[src/rtl/rot_pkg.sv]
// Shared constants and types for the rotate arbiter.
//   DATA_W  : width of the rotated word
//   SHIFT_W : width of a rotate amount
//   NREQ    : number of requesters sharing the rotator
//   op_t    : one captured operation (operand, amount, direction, issuer)
package rot_pkg;

    localparam int DATA_W  = 32;
    localparam int SHIFT_W = 5;
    localparam int NREQ    = 2;

    typedef struct packed {
        logic [DATA_W-1:0]  data;
        logic [SHIFT_W-1:0] shift;
        logic               right;
        logic               id;
    } op_t;

endpackage

[src/rtl/rot32_core.sv]
// Combinational 32-bit rotator.
//   data_i   : word to rotate
//   shift_i  : rotate amount, 0..31
//   right_i  : 1 = rotate right, 0 = rotate left
//   result_o : rotated word
module rot32_core
    import rot_pkg::*;
(
    input  logic [DATA_W-1:0]  data_i,
    input  logic [SHIFT_W-1:0] shift_i,
    input  logic               right_i,
    output logic [DATA_W-1:0]  result_o
);

    // Shifting a doubled copy of the word turns the wrap-around into a plain
    // shift: the low half after a right shift and the high half after a left
    // shift are exactly the rotated word, including the zero-amount case.
    logic [2*DATA_W-1:0] dbl;
    logic [2*DATA_W-1:0] shr;
    logic [2*DATA_W-1:0] shl;

    assign dbl = {data_i, data_i};
    assign shr = dbl >> shift_i;
    assign shl = dbl << shift_i;

    assign result_o = right_i ? shr[DATA_W-1:0] : shl[2*DATA_W-1:DATA_W];

endmodule

[src/rtl/rot_arbiter.sv]
// Two requesters share one rotator through a two-stage pipeline.
//   RR_EN     : 1 = round-robin between requesters, 0 = requester 0 always wins
//   clk       : clock, all state on rising edge
//   rst_n     : asynchronous active-low reset
//   req_valid : per-requester request
//   req_ready : per-requester acceptance (at most one bit high)
//   req_data  : operands, [31:0] requester 0, [63:32] requester 1
//   req_shift : rotate amounts, [4:0] requester 0, [9:5] requester 1
//   req_right : per-requester direction, 1 = right
//   out_valid : result available
//   out_ready : consumer accepts result
//   out_data  : rotated word
//   out_id    : requester that issued the result
module rot_arbiter
    import rot_pkg::*;
#(
    parameter int RR_EN = 1
)
(
    input  logic                      clk,
    input  logic                      rst_n,
    input  logic [NREQ-1:0]           req_valid,
    output logic [NREQ-1:0]           req_ready,
    input  logic [NREQ*DATA_W-1:0]    req_data,
    input  logic [NREQ*SHIFT_W-1:0]   req_shift,
    input  logic [NREQ-1:0]           req_right,
    output logic                      out_valid,
    input  logic                      out_ready,
    output logic [DATA_W-1:0]         out_data,
    output logic                      out_id
);

    logic              valid_a_q, valid_a_d;
    logic              valid_b_q, valid_b_d;
    logic              rr_ptr_q,  rr_ptr_d;
    op_t               op_a_q;
    logic [DATA_W-1:0] data_b_q;
    logic              id_b_q;

    logic              adv_a;
    logic              can_acc;
    logic              gnt_id;
    logic              acc;
    op_t               op_sel;
    logic [DATA_W-1:0] rot_res;

    assign adv_a   = valid_a_q & (~valid_b_q | out_ready);
    assign can_acc = ~valid_a_q | adv_a;

    always_comb begin
        gnt_id = 1'b0;
        case (req_valid)
            2'b10:   gnt_id = 1'b1;
            2'b11:   gnt_id = (RR_EN != 0) ? rr_ptr_q : 1'b0;
            default: gnt_id = 1'b0;
        endcase
    end

    // Ready is held low during reset even though the emptied stage A would
    // otherwise advertise room.
    always_comb begin
        req_ready = '0;
        if (rst_n && can_acc && req_valid[gnt_id]) begin
            req_ready[gnt_id] = 1'b1;
        end
    end

    assign acc = |req_ready;

    always_comb begin
        op_sel.data  = gnt_id ? req_data[2*DATA_W-1:DATA_W]    : req_data[DATA_W-1:0];
        op_sel.shift = gnt_id ? req_shift[2*SHIFT_W-1:SHIFT_W] : req_shift[SHIFT_W-1:0];
        op_sel.right = gnt_id ? req_right[1] : req_right[0];
        op_sel.id    = gnt_id;
    end

    // A fresh acceptance refills stage A even while it drains; stage B only
    // empties when the consumer takes it and nothing moves in behind.
    always_comb begin
        valid_a_d = valid_a_q;
        if (acc) begin
            valid_a_d = 1'b1;
        end else if (adv_a) begin
            valid_a_d = 1'b0;
        end

        valid_b_d = valid_b_q;
        if (adv_a) begin
            valid_b_d = 1'b1;
        end else if (out_ready) begin
            valid_b_d = 1'b0;
        end

        rr_ptr_d = acc ? ~gnt_id : rr_ptr_q;
    end

    // ---- stage A: captured operation ----
    always_ff @(posedge clk) begin
        if (acc) begin
            op_a_q <= op_sel;
        end
    end

    rot32_core u_rot (
        .data_i   (op_a_q.data),
        .shift_i  (op_a_q.shift),
        .right_i  (op_a_q.right),
        .result_o (rot_res)
    );

    // ---- stage B: registered result and pipeline control ----
    always_ff @(posedge clk or negedge rst_n) begin
        if (!rst_n) begin
            valid_a_q <= 1'b0;
            valid_b_q <= 1'b0;
            rr_ptr_q  <= 1'b0;
            data_b_q  <= '0;
            id_b_q    <= 1'b0;
        end else begin
            valid_a_q <= valid_a_d;
            valid_b_q <= valid_b_d;
            rr_ptr_q  <= rr_ptr_d;
            if (adv_a) begin
                data_b_q <= rot_res;
                id_b_q   <= op_a_q.id;
            end
        end
    end

    assign out_valid = valid_b_q;
    assign out_data  = data_b_q;
    assign out_id    = id_b_q;

endmodule

[config.mk]
export PLATFORM = sky130hd
export DESIGN_NAME = rot_arbiter
export DESIGN_NICKNAME = d
export VERILOG_FILES = /design/src/rtl/rot_pkg.sv /design/src/rtl/rot32_core.sv /design/src/rtl/rot_arbiter.sv
export SDC_FILE = /design/constraint.sdc
export NUM_CORES = 1
export LEC_CHECK = 0
export CORE_MARGIN = 4
export CORE_UTILIZATION = 35
export CTS_CLUSTER_SIZE = 8
export DETAILED_ROUTE_END_ITERATION = 8
export PLACE_DENSITY = 0.58
export SLEW_MARGIN = 40
export SYNTH_ARGS = -nofsm -noshare
export SYNTH_HDL_FRONTEND = slang
export SYNTH_HIERARCHICAL = 1
export SYNTH_SLANG_ARGS = --single-unit
[constraint.sdc]
create_clock -name clk -period 4.1 [get_ports clk]
set_input_delay 0.82 -clock clk [delete_from_list [all_inputs] [get_ports clk]]
set_output_delay 0.82 -clock clk [all_outputs]
set_load 0.02 [all_outputs]
# ---- Word-level counts from Yosys, hierarchy flattened
# Cells that the tools add are included.
# W data, S select, Z words.
dict set report totals {
  ff_bits 75
  in_bits 81
  out_inout_bits 36
  word_cells 41
}
dict set report op_classes {
  order_cmp 2
  eq_ne 2
  n_shift 2
  muxes 14
  bitwise_logic 6
  n_reduce_logical 6
}
# cell n
set ops {}
lappend ops {{$mux W32} 2}
lappend ops {{$shl A64 B5 Y64} 1}
lappend ops {{$shr A64 B5 Y32} 1}
lappend ops {{$mux W1} 8}
lappend ops {{$mux W5} 1}
lappend ops {{$eq A2 B2 Y1 const B} 2}
lappend ops {{$reduce_bool A2 Y1} 2}
lappend ops {{$logic_and A1 B1 Y1} 3}
lappend ops {{$not A1 Y1} 3}
lappend ops {{$lt A1 B2 Y1 const B} 1}
lappend ops {{$mux W2} 1}
lappend ops {{$or A1 B1 Y1} 2}
lappend ops {{$pmux W1 S2} 1}
lappend ops {{$reduce_or A2 Y1} 1}
lappend ops {{$and A1 B1 Y1} 1}
lappend ops {{$demux W1 S1} 1}
lappend ops {{$ge A1 B1 Y1 const B} 1}

# ---- Longest topological paths before layout
dict set report depth {
  word_depth 9
  mapped_depth 10
  ltp_nobuf 6
}

# ---- Cells and area by module
# Netlist, hierarchy kept.
# mod n_inst cells_each area_per_inst_um2 seq_area_each_um2
set by_module_without_submodules {}
lappend by_module_without_submodules {rot32_core 1 505 3916.3 0.0}
lappend by_module_without_submodules {rot_arbiter 1 168 3052.9 2072.0}

# ---- Worst setup path after synthesis
# OpenSTA, ideal clock, no wires.
dict set report synth_timing {
  kind {input to output}
  start {input port req_valid[0]}
  end {output port req_ready[0]}
  arrival_time_ns 1.587
  required_time_ns 3.280
  path_slack_ns 1.693
  path_stages 5
  cell_sequence {inv_1 > o21ai_4 > buf_6 > inv_1 > nor2_1}
}
dict set report synth_between {
  elab_chain_len 7
  elab_cells_between_ends 12
  cone_classes {order compare: 2; eq/ne: 2; mux: 6; reduce/logical: 2}
}
# item line_no
set synth_lines {}
lappend synth_lines {{from (decl)} rot_arbiter.sv:22} ;# input logic [NREQ-1:0] req_valid,
lappend synth_lines {{$eq A2 B2 Y1} rot_arbiter.sv:52} ;# case (req_valid)
lappend synth_lines {{$pmux W1 S2 (*)} rot_arbiter.sv:52}
lappend synth_lines {{net gnt_id} rot_arbiter.sv:42} ;# logic gnt_id;
lappend synth_lines {{$lt A1 B2 Y1 (implied by the code) or $ge A1 B1 Y1 (tied branches)} rot_arbiter.sv:64} ;# req_ready[gnt_id] = 1'b1;
lappend synth_lines {{$logic_and A1 B1 Y1 (implied by the code)} rot_arbiter.sv:64}
lappend synth_lines {{$mux W1 (implied by the code)} rot_arbiter.sv:64}
lappend synth_lines {{$demux W1 S1} rot_arbiter.sv:64}
lappend synth_lines {{$mux W2 (*)} rot_arbiter.sv:63} ;# if (rst_n && can_acc && req_valid[gnt_id]) begin
lappend synth_lines {{to (decl)} rot_arbiter.sv:23} ;# output logic [NREQ-1:0] req_ready,
# The timed path passes the listed nets; every way through them passes the cells marked *. The select of a mux whose other input is x is not followed.

# ---- Worst setup path after layout
dict set report layout_timing {
  start {register op_a_q[3] (netlist name)}
  end {register data_b_q[17] (netlist: out_data[17])}
}
dict set report layout_between {
  elab_chain_len 2
  elab_cells_between_ends 3
  cone_classes {shift: 2; mux: 1}
}
# item line_no
set layout_lines {}
lappend layout_lines {{from (decl)} rot_arbiter.sv:36} ;# op_t op_a_q;
lappend layout_lines {{from (signal assigned)} rot_arbiter.sv:100} ;# op_a_q <= op_sel;
lappend layout_lines {{$shl A64 B5 Y64 or $shr A64 B5 Y32 (tied branches)} {rot32_core.sv:24, rot32_core.sv:23}}
lappend layout_lines {{$mux W32 (*)} rot32_core.sv:26} ;# assign result_o = right_i ? shr[DATA_W-1:0] : shl[2*DATA_W-1:DATA_W];
lappend layout_lines {{net rot_res[17]} rot_arbiter.sv:45} ;# logic [DATA_W-1:0] rot_res;
lappend layout_lines {{to (signal assigned)} rot_arbiter.sv:124} ;# data_b_q <= rot_res;
lappend layout_lines {{to (decl)} rot_arbiter.sv:37} ;# logic [DATA_W-1:0] data_b_q;
# The timed path passes the listed nets; every way through them passes the cells marked *.
# A chain may end at the register's enable or synchronous reset.

==> results by group <==
Status
  • Status: finished clean

CTS
  • Clock Sinks: between 70 and 80
  • CTS tree: yes
  • Root buffer cell: clkbuf_16
  • Hold_buf cts: 0
  • Cts repair resizes: 0
  • H-tree depth: 3
  • Post-CTS Setup Repair Bufs: 0
  • Worst-path clk slew: ~0.060 ns
  • Clock Tree Buf Depth: 2
  • CTS Buf Count: 9
  • Later-pin clock latency in the skew report: about 0.35 ns

Synth
  • Synth Register Bits: 75
  • Cells after Synth: approximately 670
  • Synth Flop Type: edfxtp_1
  • Net Count, Synth: roughly 750
  • Share of flip-flops with an asynchronous set or reset: between 40% and 50%
  • Synth warnings: 6
  • Mapped Area: roughly 7000 um^2
  • Avg Cell Area, Syn: 10.4 um^2
  • Register area share after synthesis: roughly 30%
  • Post-synth cell types: 50
  • Post-synth EDFFs: 39

Cells and area
  • Post-Layout Cell Count: between 1000 and 1500
  • Multi-input logic area: between 4000 and 5000 um^2
  • Fillers: roughly 1900
  • Share of cells above drive strength 1: 24.7%
  • Ant diodes: 0
  • Syn-to-layout area delta: 23.6%
  • Reg area: around 2100 um^2
  • Layout Nets: about 850

Timing
  • Crit path time final: about 3.3 ns
  • Setup ws final: between 0.8 and 0.9 ns
  • Relative slew slack: 43.2%
  • Final Hold Viols: 0
  • Tightest Pin Transition: 0.844 ns
  • Worst Clk Skew: between 0.006 and 0.007 ns
  • Max frequency: 304 MHz
  • RSZ-0062 raised after global routing: false
  • Final setup fails: 0
  • Final Cycle Share: between 80% and 90%
  • Setup TNS: 0 ns
  • Final max-slew violation count: 0

Drt
  • TritonRoute pass-1 iters: 6
  • DRC: 0
  • DR vias: between 6000 and 7000
  • Drt total wl: 26100 um
  • Routed Antenna Nets: 0
  • WL/cell: around 25 um
  • Iter 0 DRT Violations: around 760
  • Via/cell ratio: about 6.3

Global routing
  • Largest net degree at the start of global routing: 52
  • Total GRT Usage: 23.6%
  • Global routing usage on met2: between 30% and 40%
  • GR Layer Usage met1: roughly 32%
  • Met3 usage: roughly 4.3%
  • Initial antenna violation count: 0
  • First-pass GRT wire length: 39500 um
  • Grt peak-use layer: met2
  • Congestion Overflow GR: 0
  • Vias in the first global route: roughly 6400

Worst setup path
  • Critical Path AT: approximately 3.6 ns
  • CP Launch Type: flip-flop
  • Data required, critical path: 4.39 ns
  • Worst-case reg-to-reg path depth: 7
  • CP endpoint kind: flip-flop
  • WS Path Type: flip-flop to flip-flop
  • Critical Path Fanout Max: 24

Floorplanning
  • Die width: about 150 um
  • Core ar.: ~20000 um^2
  • Starting density of the core: a little over a third
  • Core Rows: between 50 and 60
  • Io pins: 117
  • DIE AREA: between 20000 and 25000 um^2
  • Die Ht: around 150 um

Min path
  • Hold Crit Depth: 1
  • Worst min path class: flip-flop to flip-flop

Flow run
  • Max_cap viols: 0

Pwr
  • Pwr dens: 420 nW/um^2
  • Leak Pwr: about 3.0 nW
  • Peak supply drop: around 0.20 mV

Placed design
  • DP Cell Count: around 1000
  • Pre-CTS WS: between 0.8 and 0.9 ns
  • GP Congestion: around 1.1
  • Port Buffer Count: ~120
  • Post-DP HPWL: 20300 um
[layout by cell type (no fill, tap or decap), types with 3 or more instances in the layout]
cell / Yosys / routed
a211oi_1: 6 / 6
inv_1: 4 / 4
mux2_2: 96 / 96
mux2_1: 3 / 3
nor4b_1: 6 / 6
mux2i_1: 38 / 38
o32ai_1: 9 / 9
o22ai_1: 20 / 20
edfxtp_1: 39 / 39
and2_1: 6 / 6
nor3_1: 134 / 133
nand2b_1: 5 / 3
clkdlybuf4s50_1: 0 / 115
a22oi_1: 4 / 4
clkbuf_16: 0 / 9
nor3b_1: 6 / 6
buf_4: 6 / 20
bufinv_16: 0 / 3
mux4_2: 38 / 38
nor4_1: 55 / 55
dfrtp_1: 36 / 36
nor2b_1: 13 / 13
nor2_1: 57 / 57
nand2b_2: 1 / 3
[cells by family (layout without fill, tap and decap cells)]
kind of cell,count (synthesis),count (layout),synth area share [%]
AND/OR/NAND/NOR,299,299,23.1
flip-flops,75,75,29.7
AO/OA/AOI/OAI,59,59,6.97
multiplexers,178,178,34.7
buffers and inverters,62,158,5.53
[registers in the layout, indices dropped and copies added (netlist names)]
register / flops
op_a_q: 39
out_data: 32
out_id: 1
out_valid: 1
rr_ptr_q: 1
valid_a_q: 1
[final timing paths]
kind / start / to / slack, ns
worst max-delay path: op_a_q[3] / out_data[17] / 0.81
worst max register to register: op_a_q[3] / out_data[17] / 0.81
worst min register to register: op_a_q[0] / out_id / 0.50
min in group asynchronous: rst_n / out_data[1] / 0.65
worst min-delay path: op_a_q[0] / out_id / 0.50
max in group asynchronous: rst_n / out_valid / 3.11
[cell type report]
class	instances	area share, %
repair buffers	137	15.4
well taps	265	3.85
multi-input cells	536	52.5
flip-flops and latches	75	24.0
clock buffers	10	2.66
clock inverters	6	1.32
inverters	5	0.218
[report_power, final]
group | internal (mW) | switching [mW] | total (mW)
Sequential | 0.968 | 0.135 | 1.10
Clock | 0.596 | 0.328 | 0.924
Combinational | 0.751 | 0.842 | 1.59
Total | 2.31 | 1.31 | 3.62
[synthesized netlist by cell type, types with 2 or more instances]
| library cell | instances | area (um^2) |
|---|---|---|
| nor3_1 | 134 | 671 |
| nor3b_1 | 6 | 45.0 |
| mux2i_1 | 38 | 380 |
| and2_1 | 6 | 37.5 |
| nand2_4 | 2 | 22.5 |
| a22oi_1 | 4 | 30.0 |
| o41ai_1 | 2 | 17.5 |
| nand2_1 | 2 | 7.51 |
| a221oi_1 | 2 | 17.5 |
| o21ai_0 | 2 | 10.0 |
| or3_1 | 2 | 12.5 |
| nor2_1 | 57 | 214 |
| dfrtp_1 | 36 | 901 |
| mux2_1 | 3 | 33.8 |
| a22o_1 | 2 | 17.5 |
| nor2_2 | 2 | 12.5 |
| buf_2 | 8 | 40.0 |
| or2_2 | 2 | 12.5 |
| inv_1 | 4 | 15.0 |
| buf_6 | 16 | 180 |
| mux2_2 | 96 | 1080 |
| a2111oi_1 | 2 | 20.0 |
| mux4_1 | 2 | 52.6 |
| nor2b_1 | 13 | 81.3 |
| nand2b_1 | 5 | 31.3 |
| clkbuf_1 | 27 | 101 |
| mux4_2 | 38 | 856 |
| edfxtp_1 | 39 | 1170 |
| buf_4 | 6 | 45.0 |
| nor4b_1 | 6 | 52.6 |
| o22ai_1 | 20 | 125 |
| nor4_1 | 55 | 344 |
| o32ai_1 | 9 | 78.8 |
| o31ai_1 | 2 | 15.0 |
| o2bb2a_1 | 2 | 20.0 |
| or4_1 | 2 | 15.0 |
| a211oi_1 | 6 | 45.0 |
[stage by stage]
stage / cell area (um^2) / total power, mW / util, % / hold slack, ns
after floorplan: 6970 / 2.06 / - / 0.455
after global placement: 8260 / 2.67 / 42.3 / 0.475
after detailed placement: 8270 / 2.69 / 42.3 / 0.489
after CTS: 8610 / 3.62 / 44.1 / 0.503
after global routing: 8620 / 3.79 / 44.1 / 0.525
final: 8620 / 3.62 / 44.1 / 0.499
[worst max-delay path: stages, from the launching register on]
cell and delay, ns:
edfxtp_1 0.75, buf_12 0.26, nand2b_2 0.55, nor2_1 0.19, nor4_1 0.74, nor3_1 0.10
nor4_1 0.40, mux2_2 0.22
[metal layers]
layer  up-vias  part of all wire (%)
met4         0                   3.4
li1       2877                     -
met5         -                     0
met1      3131                    40
met3        57                   9.5
met2       414                    47
Power figures use the tool's default switching activity.
